$ cat src/rtl/sent_rx_frame.sv
// -----------------------------------------------------------------------------
// sent_rx_frame
// SENT (SAE J2716) frame receiver. The asynchronous SENT line is
// synchronised, and the spacing between consecutive falling edges is measured
// in clk cycles and rounded to whole ticks. Each interval is then decoded as
// a sync pulse, a status nibble, six data nibbles, a CRC nibble and an
// optional pause pulse. A frame is published only when its CRC matches.
//
// Parameters
//   TICK_CLKS      clk cycles per SENT tick (2..64)
// Ports
//   clk            sole clock, rising edge
//   reset          asynchronous, active-high reset
//   sent_in        raw SENT line (asynchronous)
//   pause_en       1: a pause pulse follows each CRC nibble
//   data_nibble_rx last decoded data nibble
//   nibble_valid   one-clk pulse when data_nibble_rx updates
//   sync_rx        one-clk pulse when a sync pulse is accepted
//   pause_rx       one-clk pulse when a pause pulse is accepted
//   status_out     status nibble of the last valid frame
//   data_out       six data nibbles of the last valid frame, first in [23:20]
//   frame_valid    one-clk pulse when a frame passes CRC
//   channel_error  one-clk pulse on any frame error
//   error_code     cause of the last error (1 sync, 2 range, 3 CRC,
//                  4 pause, 5 timeout), held until the next error
// -----------------------------------------------------------------------------
module sent_rx_frame #(
   parameter int TICK_CLKS = 4
) (
   input  logic        clk,
   input  logic        reset,
   input  logic        sent_in,
   input  logic        pause_en,
   output logic [3:0]  data_nibble_rx,
   output logic        nibble_valid,
   output logic        sync_rx,
   output logic        pause_rx,
   output logic [3:0]  status_out,
   output logic [23:0] data_out,
   output logic        frame_valid,
   output logic        channel_error,
   output logic [2:0]  error_code
);

   localparam int RW  = $clog2(TICK_CLKS);
   localparam int RW1 = RW + 1;
   localparam logic [RW-1:0] REM_LAST = RW'(TICK_CLKS - 1);
   localparam logic [RW:0]   HALF_CMP = RW1'(TICK_CLKS);

   typedef enum logic [2:0] {
      S_IDLE, S_SYNC, S_STATUS, S_DATA, S_CRC, S_PAUSE
   } state_e;

   typedef enum logic [2:0] {
      ERR_SYNC = 3'd1, ERR_RANGE = 3'd2, ERR_CRC = 3'd3,
      ERR_PAUSE = 3'd4, ERR_TIMEOUT = 3'd5
   } err_e;

   // One CRC table step: c * x^4 mod (x^4 + x^3 + x^2 + 1).
   function automatic logic [3:0] crc_step(input logic [3:0] c);
      logic [3:0] r;
      case (c)
         4'd0:  r = 4'd0;   4'd1:  r = 4'd13;  4'd2:  r = 4'd7;   4'd3:  r = 4'd10;
         4'd4:  r = 4'd14;  4'd5:  r = 4'd3;   4'd6:  r = 4'd9;   4'd7:  r = 4'd4;
         4'd8:  r = 4'd1;   4'd9:  r = 4'd12;  4'd10: r = 4'd6;   4'd11: r = 4'd11;
         4'd12: r = 4'd15;  4'd13: r = 4'd2;   4'd14: r = 4'd8;   default: r = 4'd5;
      endcase
      return r;
   endfunction

   // ---------------------------------------------------------------- line sync
   logic line_s1, line_s2, line_prev, fall;

   // NOTE: sequential state always uses non-blocking assignments so every
   // flop samples the values from before this clock edge.
   always_ff @(posedge clk or posedge reset) begin
      if (reset) begin
         line_s1   <= 1'b0;
         line_s2   <= 1'b0;
         line_prev <= 1'b0;
      end else begin
         line_s1   <= sent_in;
         line_s2   <= line_s1;
         line_prev <= line_s2;
      end
   end

   assign fall = line_prev & ~line_s2;

   // ---------------------------------------------------------- interval timer
   // rem/ticks together hold the clk count since the last falling edge as
   // ticks*TICK_CLKS + rem, so rounding needs no divider.
   logic [RW-1:0] rem;
   logic [9:0]    ticks, ticks_rnd;
   logic          round_up;

   always_ff @(posedge clk or posedge reset) begin
      if (reset) begin
         rem   <= '0;
         ticks <= '0;
      end else if (fall) begin
         rem   <= RW'(1);
         ticks <= '0;
      end else if (rem == REM_LAST) begin
         rem <= '0;
         if (ticks != 10'd1023) ticks <= ticks + 10'd1;
      end else begin
         rem <= rem + 1'b1;
      end
   end

   assign round_up  = ({rem, 1'b0} >= HALF_CMP);
   assign ticks_rnd = (ticks == 10'd1023) ? ticks : ticks + 10'(round_up);

   logic [3:0] nib;
   logic       nib_ok;
   assign nib    = ticks_rnd[3:0] - 4'd12;
   assign nib_ok = (ticks_rnd >= 10'd12) && (ticks_rnd <= 10'd27);

   // --------------------------------------------------------------- frame FSM
   state_e      state, state_n;
   logic [2:0]  nib_idx, nib_idx_n;
   logic [3:0]  crc, crc_n, status_tmp, status_tmp_n;
   logic [23:0] data_tmp, data_tmp_n;
   logic [3:0]  data_nibble_n, status_out_n;
   logic [23:0] data_out_n;
   logic [2:0]  err_code_n;
   logic        nibble_valid_n, sync_n, pause_n, frame_valid_n, chan_err_n;

   always_ff @(posedge clk or posedge reset) begin
      if (reset) begin
         state          <= S_IDLE;
         nib_idx        <= '0;
         crc            <= '0;
         status_tmp     <= '0;
         data_tmp       <= '0;
         data_nibble_rx <= '0;
         nibble_valid   <= 1'b0;
         sync_rx        <= 1'b0;
         pause_rx       <= 1'b0;
         status_out     <= '0;
         data_out       <= '0;
         frame_valid    <= 1'b0;
         channel_error  <= 1'b0;
         error_code     <= '0;
      end else begin
         state          <= state_n;
         nib_idx        <= nib_idx_n;
         crc            <= crc_n;
         status_tmp     <= status_tmp_n;
         data_tmp       <= data_tmp_n;
         data_nibble_rx <= data_nibble_n;
         nibble_valid   <= nibble_valid_n;
         sync_rx        <= sync_n;
         pause_rx       <= pause_n;
         status_out     <= status_out_n;
         data_out       <= data_out_n;
         frame_valid    <= frame_valid_n;
         channel_error  <= chan_err_n;
         error_code     <= err_code_n;
      end
   end

   always_comb begin
      // NOTE: every signal gets a default first so no path leaves it
      // unassigned, which would otherwise infer a latch.
      state_n        = state;
      nib_idx_n      = nib_idx;
      crc_n          = crc;
      status_tmp_n   = status_tmp;
      data_tmp_n     = data_tmp;
      data_nibble_n  = data_nibble_rx;
      status_out_n   = status_out;
      data_out_n     = data_out;
      err_code_n     = error_code;
      nibble_valid_n = 1'b0;
      sync_n         = 1'b0;
      pause_n        = 1'b0;
      frame_valid_n  = 1'b0;
      chan_err_n     = 1'b0;

      if (fall) begin
         // Every edge restarts the timer, so a rejected interval's closing
         // edge is automatically the start of the next sync candidate.
         case (state)
            S_IDLE: state_n = S_SYNC;
            S_SYNC: begin
               if (ticks_rnd >= 10'd55 && ticks_rnd <= 10'd57) begin
                  sync_n  = 1'b1;
                  crc_n   = 4'b0101;
                  state_n = S_STATUS;
               end else begin
                  chan_err_n = 1'b1;
                  err_code_n = ERR_SYNC;
               end
            end
            S_STATUS, S_DATA, S_CRC: begin
               if (!nib_ok) begin
                  chan_err_n = 1'b1;
                  err_code_n = ERR_RANGE;
                  state_n    = S_SYNC;
               end else if (state == S_STATUS) begin
                  status_tmp_n = nib;
                  nib_idx_n    = '0;
                  state_n      = S_DATA;
               end else if (state == S_DATA) begin
                  data_nibble_n  = nib;
                  nibble_valid_n = 1'b1;
                  data_tmp_n     = {data_tmp[19:0], nib};
                  crc_n          = crc_step(crc) ^ nib;
                  if (nib_idx == 3'd5) state_n = S_CRC;
                  else                 nib_idx_n = nib_idx + 3'd1;
               end else begin
                  if (crc_step(crc) == nib) begin
                     status_out_n  = status_tmp;
                     data_out_n    = data_tmp;
                     frame_valid_n = 1'b1;
                  end else begin
                     chan_err_n = 1'b1;
                     err_code_n = ERR_CRC;
                  end
                  state_n = pause_en ? S_PAUSE : S_SYNC;
               end
            end
            S_PAUSE: begin
               if (ticks_rnd >= 10'd12 && ticks_rnd <= 10'd768) begin
                  pause_n = 1'b1;
               end else begin
                  chan_err_n = 1'b1;
                  err_code_n = ERR_PAUSE;
               end
               state_n = S_SYNC;
            end
            default: state_n = S_IDLE;
         endcase
      end else if (state != S_IDLE && ticks == 10'd800) begin
         // Leaving IDLE-less states here guarantees a single timeout pulse.
         chan_err_n = 1'b1;
         err_code_n = ERR_TIMEOUT;
         state_n    = S_IDLE;
      end
   end

endmodule

$ cat config.mk
export PLATFORM = sky130hd
export DESIGN_NAME = sent_rx_frame
export DESIGN_NICKNAME = d
export VERILOG_FILES = /design/src/rtl/sent_rx_frame.sv
export SDC_FILE = /design/constraint.sdc
export NUM_CORES = 1
export LEC_CHECK = 0
export ABC_AREA = 1
export CELL_PAD_IN_SITES_DETAIL_PLACEMENT = 1
export CELL_PAD_IN_SITES_GLOBAL_PLACEMENT = 1
export CORE_MARGIN = 4
export CORE_UTILIZATION = 43
export DETAILED_ROUTE_END_ITERATION = 10
export GPL_TIMING_DRIVEN = 0
export PLACE_DENSITY_LB_ADDON = 0.1
export RECOVER_POWER = 25
export SETUP_SLACK_MARGIN = 0.4
export SLEW_MARGIN = 20
export SYNTH_ARGS = -nofsm -noshare
export SYNTH_HDL_FRONTEND = slang
export SYNTH_SLANG_ARGS = --single-unit
$ cat constraint.sdc
create_clock -name clk -period 3.6 [get_ports clk]
set_input_delay 1.08 -clock clk [delete_from_list [all_inputs] [get_ports clk]]
set_output_delay 1.08 -clock clk [all_outputs]
set_load 0.03 [all_outputs]
==> qor.tcl, run 1 <==
set qor(power_density_mw_per_mm2) 492
set qor(clk-insertion-delay-late_ns) 0.37
set qor(timing.final.crit_period_ns) 3.16
set qor(holdBufCountCts) 0
set qor(post_route_drc_violation_count) 0
set qor(finalWeightedCongestion) 0.834
set qor(cp_data_arrival_time_ns) 3.41
set qor(grt_overflow_total) 0
set qor(setup_tns_ns) 0
set qor(dr.first_iter.drc_count) 149
set qor(timing.final.crit_share_pct) 87.7
set qor(synth_warnings) 0
set qor(regToRegStartpoint) {ticks[0]}
set qor(critPathLaunch) {ticks[0]}
set qor(firstDrtPassIters) 4
set qor(area_growth_syn_to_layout_pct) 21.2
set qor(final-setup-viol-count) 0
set qor(io_buffers) 43
set qor(dp_hpwl_microns) 8670
set qor(clockBufferDepth) 2
set qor(clock-skew-final_ns) 0.0198
set qor(antenna-diode-count) 0
set qor(hold_start) {line_s1}
set qor(synth_cells) 534
set qor(wire_per_inst_microns) 15.8
set qor(die_height_microns) 110
set qor(relSlewSlack_pct) 11.5
set qor(num-nets-final) 613
set qor(std_cell_rows) 36
set qor(finalWirelength_microns) 11600
set qor(synth.yosys.seq_area_share_pct) 50.2
set qor(cts.reportedPaths.clkPinSlew_ns) 0.10
set qor(core_area_sq_mm) 0.00991
set qor(cts_num_sinks) 89
set qor(worstMarginPinSlew_ns) 1.32
set qor(hold_path_class) {flop to flop}
set qor(final.hold.worst_slack_ns) 0.366
set qor(avg_cell_area_syn_sq_um) 8.31
set qor(grtUsageTotal_pct) 20.7
set qor(grt_start_max_net_pins) 34
set qor(maxClockFrequency_ghz) 0.317
set qor(syn_nets) 550
set qor(vias_in_the_first_global_route) 4036
set qor(synth_top_flop_cell) {dfrtp_1}
set qor(vias) 3784
set qor(synth_cell_types) 38
set qor(timing_worst_setup_path_type) {flop to flop}
set qor(synth.ff_latch_count) 89
set qor(rsz_0062_raised_after_global_routing) {no}
set qor(antenna_left) 0
set qor(htree_num_levels) 3
set qor(syn-cell-area_sq_mm) 0.00444
set qor(max_cap_violations) 0
set qor(post_route_cells_drive_above_1_share_pct) 12.6
set qor(io-pin-count) 44
set qor(worst-endpoint-required_ns) 3.86
set qor(grt_pass1_wl_microns) 19500
set qor(peakVddDrop_v) 0.000312
set qor(synth_edf_count) 0
set qor(total_of_fill_cells_in_the_finished_design) 1207
set qor(layout_commonest_cell) {nand2_1}
set qor(worst_setup_path_start_kind) {flop}
set qor(status) {completed}
set qor(cts_tree) {done}
set qor(die_width_microns) 110
set qor(multi_input_area_sq_mm) 0.00190
set qor(finalHoldViolCount) 0
set qor(ys_async_sr_fraction_pct) 100
set qor(detail_route.vias_per_cell) 5.15
set qor(clk_root_buffer_cell) {clkbuf_8}
set qor(report.final.slew_viol_count) 0
set qor(end_kind) {flop}
set qor(numCtsBuffers) 9
set qor(dieArea_sq_mm) 0.0120
set qor(final-seq-area_sq_mm) 0.00223
set qor(most-common-layout-cells) {nand2_1 (154), dfrtp_1 (88), inv_1 (67)}
set qor(initial_core_util_pct) 44.8
set qor(antenna_violations_before_repair) 0
set qor(p_leak_uw) 0.00248
set qor(crit_fanout) 10
## layer usage
metal	track usage, %	up-vias	part of all wire [%]
met1	24.3	1877	41
met2	38.8	54	55
met5	0	-	0
li1	-	1837	-
met3	3.52	16	3.0
met4	5.70	0	1.6
## kinds of logic after synthesis
kind of cell / count (synthesis) / synth area share [%]
flops: 89 / 50.2
xor+xnor: 7 / 1.38
buf+inv: 89 / 8.97
fa+ha+maj: 12 / 3.38
simple gates: 250 / 25.3
compound gates: 87 / 10.7
## registers in the layout, summed over array words and instances (netlist names)
register        flops
status_tmp          4
nibble_valid        1
pause_rx            1
rem                 2
frame_valid         1
error_code          3
data_nibble_rx      3
nib_idx             3
sync_rx             1
data_tmp           21
line_prev           1
state               3
status_out          4
channel_error       1
data_out           24
ticks              10
line_s1             1
line_s2             1
crc                 4
## Yosys cell counts, types with 2 or more instances
master	n	area [sq um]
buf_2	4	20.0
nor3_1	3	15.0
buf_6	5	56.3
nor2_4	3	33.8
dfrtp_1	89	2230
nand4_1	11	68.8
nand3b_1	2	15.0
nor2_1	25	93.8
nor3_2	2	20.0
o21ai_2	7	61.3
a31oi_1	2	12.5
buf_4	5	37.5
xnor2_1	4	35.0
a21oi_1	11	55.1
ha_1	12	150
nor2_2	3	18.8
clkbuf_1	3	11.3
o21ai_0	58	290
nor3b_1	2	15.0
nand3_4	2	35.0
nand3_1	34	170
inv_1	68	255
xor2_1	3	26.3
nand2_1	156	586
o21ai_1	5	25.0
nand2_2	3	18.8
## layout make-up
cell class / count / share of cell area [%]
buffer: 18 / 2.61
clock buffer: 10 / 2.37
clock inverter: 6 / 0.931
inverter: 71 / 5.08
multi-input combinational: 356 / 35.3
sequential: 89 / 41.5
tap: 133 / 3.10
timing repair buffer: 52 / 9.17
## per-stage QoR
stage | worst slack (ns) | total power [uW] | cell area (sq um) | util, % | std cells
2_1_floorplan | 0.635 | 1660 | 4440 | - | 534
3_3_place_gp | 0.232 | 1840 | 5040 | 50.8 | 710
3_5_place_dp | 0.135 | 1880 | 5080 | 51.2 | 712
4_1_cts | 0.412 | 2570 | 5310 | 53.6 | 731
5_1_grt | 0.172 | 2820 | 5370 | 54.2 | 735
6_report | 0.442 | 2640 | 5370 | 54.2 | 735
## final timing paths
path / end / slack [ns] / cells past startpoint
min in group asynchronous: data_out[3] / 1.43 / 2
max: data_out[20] / 0.44 / 17
max in group asynchronous: ticks[1] / 0.73 / 3
max reg2reg: data_out[20] / 0.44 / 17
min reg2reg: line_s2 / 0.37 / 0
min: line_s2 / 0.37 / 0
## critical path, cell delays in order (launching register included)
cell and delay (ns):
dfrtp_1 0.48, ha_1 0.21, inv_1 0.04, nor2_1 0.38, nand3_4 0.19, buf_6 0.19
nand2_4 0.10, inv_4 0.05, ha_4 0.25, xor2_1 0.18, nor2_1 0.09, nand4_1 0.16
nor2_4 0.20, nand2_4 0.09, buf_8 0.15, buf_8 0.15, nand2_1 0.06, nand2_1 0.05
## report_power, final
group,internal (uW),leakage [uW],switching [uW]
logic,317,0.00118,531
clock network,260,0.0000839,388
registers,1070,0.00121,77.9
total,1650,0.00248,997
## what timing repair did
item,4_1_cts,5_1_grt
setup endpoints to repair,67,68
pin swaps,3,6
hold endpoints to repair,0,0
buffers inserted,3,4
gates resized for setup,8,17
cloned,0,0
Power figures use the tool's default switching activity.
==> run 2: changes to the inputs <==
--- a/config.mk
+++ b/config.mk
@@ -5,13 +5,12 @@
 export SDC_FILE = /design/constraint.sdc
 export NUM_CORES = 1
 export LEC_CHECK = 0
-export ABC_AREA = 1
+export CAP_MARGIN = 30
 export CELL_PAD_IN_SITES_DETAIL_PLACEMENT = 1
 export CELL_PAD_IN_SITES_GLOBAL_PLACEMENT = 1
 export CORE_MARGIN = 4
-export CORE_UTILIZATION = 43
+export CORE_UTILIZATION = 45
 export DETAILED_ROUTE_END_ITERATION = 10
-export GPL_TIMING_DRIVEN = 0
 export PLACE_DENSITY_LB_ADDON = 0.1
 export RECOVER_POWER = 25
 export SETUP_SLACK_MARGIN = 0.4
==> qor.tcl, run 2 <==
set qor(std_cell_rows) 36
set qor(cpLargestDelayFamily) {compound AO/OA/AOI/OAI gates}
set qor(dieArea_sq_mm) 0.0118
set qor(grt_start_max_net_pins) 90
set qor(initial_core_util_pct) 46.3
set qor(numCtsBuffers) 9
set qor(synth.yosys.seq_area_share_pct) 49.0
set qor(die_height_microns) 109
set qor(clk_root_buffer_cell) {clkbuf_8}
set qor(path_common_cell) {ha_4}
set qor(layout_commonest_cell) {dfrtp_1}
set qor(cts.reportedPaths.clkPinSlew_ns) 0.09
set qor(power_density_mw_per_mm2) 488
set qor(grtUsageTotal_pct) 23.7
set qor(layout_top_registers) {data_out: 24 flops, data_tmp: 21 flops, ticks: 10 flops}
set qor(num-nets-final) 500
set qor(share_of_the_synthesized_area_in_compound_gates_ao_oa_aoi_oai_pct) 11.4
set qor(most-common-layout-cells) {dfrtp_1 (89), mux2_4 (48), clkdlybuf4s50_1 (42)}
set qor(path_cells) {inv_1 > ha_2 > or2_4 > ha_4 > ha_4 > xor2_1 > a41o_2 > ha_4 > inv_4 > o22ai_4 > a2111oi_4 > nand4_1 > o31a_1 > buf_6 > o31a_1 > o22a_1}
set qor(synth_edf_count) 0
set qor(antenna-diode-count) 0
set qor(synth.ff_latch_count) 89
set qor(synth_fa_ha_area_share_pct) 3.30
set qor(relSlewSlack_pct) -43.7
set qor(clock-skew-final_ns) 0.0172
set qor(io-pin-count) 44
set qor(ys_top_cells_by_area) {dfrtp_1 (49%), mux2_2 (7.4%), mux2_4 (5.9%), ha_1 (3.3%), xnor2_1 (2.3%)}
set qor(dr.first_iter.drc_count) 160
set qor(firstDrtPassIters) 4
set qor(vias_in_the_first_global_route) 3826
set qor(depth_of_the_worst_register_to_register_path) 16
set qor(synth_top_flop_cell) {dfrtp_1}
set qor(max_cap_violations) 1
set qor(status) {complete, but fails checks}
set qor(largest-register) {data_out}
set qor(timing_worst_setup_path_type) {flop to flop}
set qor(worst_path_largest_cell_delay_ns) 0.40
set qor(antenna_left) 0
set qor(final-setup-viol-count) 0
set qor(holdBufCountCts) 0
set qor(synthSimpleGateAreaFrac_pct) 12.1
set qor(hold_path_class) {flop to flop}
set qor(synth_largest_type_area_fraction_pct) 49.0
set qor(failing_checks) {max-capacitance violations, max-slew violations}
set qor(vias) 3538
set qor(syn-cell-area_sq_mm) 0.00455
set qor(post_route_drc_violation_count) 0
set qor(end_kind) {flop}
set qor(core_area_sq_mm) 0.00982
set qor(min_path_cells) 0
set qor(clockBufferDepth) 2
set qor(post-synth-top-area-cell) {dfrtp_1}
set qor(synth_top_family_by_area) {multiplexers}
set qor(synth_cell_types) 60
set qor(timing.final.crit_share_pct) 97.9
set qor(critical_path.reg2reg.endpoint) {error_code[2]}
set qor(cts_tree) {done}
set qor(setup_tns_ns) 0
set qor(grt_overflow_total) 0
set qor(hold_start) {line_s1}
set qor(timing.final.crit_period_ns) 3.52
set qor(maxClockFrequency_ghz) 0.284
set qor(cp_data_arrival_time_ns) 3.77
set qor(finalWirelength_microns) 14500
set qor(worst_setup_path_start_kind) {flop}
set qor(final-seq-area_sq_mm) 0.00223
set qor(finalWeightedCongestion) 0.846
set qor(worst-endpoint-required_ns) 3.85
set qor(grt_pass1_wl_microns) 21200
set qor(fin_ws_ns) 0.0769
set qor(finalHoldViolCount) 0
set qor(area_growth_syn_to_layout_pct) 36.2
set qor(syn_nets) 417
set qor(htree_num_levels) 3
set qor(die_width_microns) 109
set qor(avg_cell_area_syn_sq_um) 11.3
set qor(ff2ff_setup_slack_ns) 0.08
set qor(synth_xor_area_share_pct) 3.66
set qor(peakVddDrop_v) 0.000309
set qor(slowest_stage) {o31a_1}
set qor(cts_num_sinks) 89
set qor(final.hold.worst_slack_ns) 0.367
set qor(detail_route.vias_per_cell) 5.69
set qor(path_buf_inv) 3
set qor(synth_most_common_cell) {dfrtp_1}
set qor(clk-insertion-delay-late_ns) 0.37
set qor(synth_warnings) 0
set qor(dp_hpwl_microns) 7780
set qor(placement.setup.worst_slack_ns) -0.0944
set qor(min_to) {line_s2}
set qor(crit_fanout) 3
set qor(report.final.slew_viol_count) 90
set qor(rsz_0062_raised_after_global_routing) {yes}
set qor(total_of_fill_cells_in_the_finished_design) 1012
set qor(worstMarginPinSlew_ns) 2.16
set qor(flip_flop_count_of_the_largest_register_after_layout) 24
set qor(post_route_cells_drive_above_1_share_pct) 35.0
set qor(synth_cells) 401
set qor(p_leak_uw) 0.00288
set qor(multi_input_area_sq_mm) 0.00249
set qor(io_buffers) 43
set qor(post_synth_mux_area_share_pct) 15.3
set qor(antenna_violations_before_repair) 0
set qor(regToRegStartpoint) {rem[0]}
set qor(synth_common_cells) {dfrtp_1 (89), mux2_2 (30), nand2_1 (21), inv_1 (20), o21ai_0 (20)}
set qor(wire_per_inst_microns) 23.3
set qor(ys_async_sr_fraction_pct) 100
[run 2: cell types whose count changed in the layout (fill, tap and decap cells not counted), moves of 7 or more]
cell	before	now
nand2_1	154	18
o21ai_0	57	14
nor2_1	25	18
mux2_4	0	48
xnor2_1	3	10
buf_4	12	37
nand3_1	32	13
inv_1	67	16
[run 2: worst max path at each step]
| stage | startpoint | endpoint | slack [ns] | depth (start not counted) |
|---|---|---|---|---|
| final | rem[0] | error_code[2] | 0.08 | 16 |
| after global routing | rem[0] | crc[0] | -0.04 | 17 |
| after CTS | rem[0] | crc[1] | 0.17 | 16 |
| after global placement | rem[0] | crc[1] | -0.03 | 16 |
| after floorplan | rem[0] | status_out[0] | 0.23 | 16 |
| after detailed placement | rem[0] | crc[1] | -0.09 | 16 |
[run 2: cell type report]
cell class | instances | area share (%)
Clock buffer | 11 | 2.45
Clock inverter | 5 | 1.03
Inverter | 20 | 1.43
Multi-Input combinational cell | 267 | 40.3
Sequential cell | 89 | 36.0
Tap cell | 133 | 2.69
Timing Repair Buffer | 97 | 16.1
[run 2: logic make-up after synthesis]
logic type | Yosys count
and+or+nand+nor | 103
muxes | 56
DFF | 89
buffers and inverters | 45
adders and majority gates | 12
xor gates and xnor gates | 19
AOI/OAI and AO/OA | 77
[run 2: report_power, final]
part	total, uW	internal [uW]	switching, uW
combinational	1090	478	612
sequential	1180	1070	116
clock	747	363	384
[run 2: worst register-to-register path, delay by kind of cell (launching register included)]
kind / cells / cell delay (ns)
flip-flops: 1 / 0.36
buffers and inverters: 3 / 0.26
AO/OA/AOI/OAI: 6 / 1.53
XOR/XNOR: 1 / 0.16
adder cells (fa/ha/maj): 4 / 0.70
AND/OR/NAND/NOR: 2 / 0.42
[run 2: stage by stage]
step | total power (uW) | cell area, sq um | std cells | util (%)
after floorplan | 1790 | 4690 | 401 | -
after global placement | 2020 | 5290 | 572 | 53.8
after detailed placement | 2040 | 5290 | 572 | 53.8
after CTS | 2890 | 5930 | 615 | 60.4
after global routing | 3190 | 6190 | 622 | 63.0
final | 3020 | 6190 | 622 | 63.0
[run 2: repair_timing]
| item | CTS | global route |
|---|---|---|
| pin swaps | 8 | 13 |
| gates cloned | 5 | 1 |
| setup buffers | 22 | 6 |
| resized for setup | 33 | 53 |
| setup endpoints to repair | 71 | 72 |
[run 2: layer usage]
metal	share of wire (%)	global-route usage (%)	wire length, microns	vias to the layer above
met4	2.8	7.21	405	0
met2	53	42.2	7680	93
met3	3.8	4.42	552	30
met1	40	29.1	5880	1816
li1	-	-	-	1599
met5	0	0	0	-
==> run 3: changes to the inputs <==
--- a/config.mk
+++ b/config.mk
@@ -14,7 +14,6 @@
 export PLACE_DENSITY_LB_ADDON = 0.1
 export RECOVER_POWER = 25
 export SETUP_SLACK_MARGIN = 0.4
-export SLEW_MARGIN = 20
 export SYNTH_ARGS = -nofsm -noshare
 export SYNTH_HDL_FRONTEND = slang
 export SYNTH_SLANG_ARGS = --single-unit
==> results of run 3 <==
No change in the layout: final DEF, timing and power equal those of run 2.
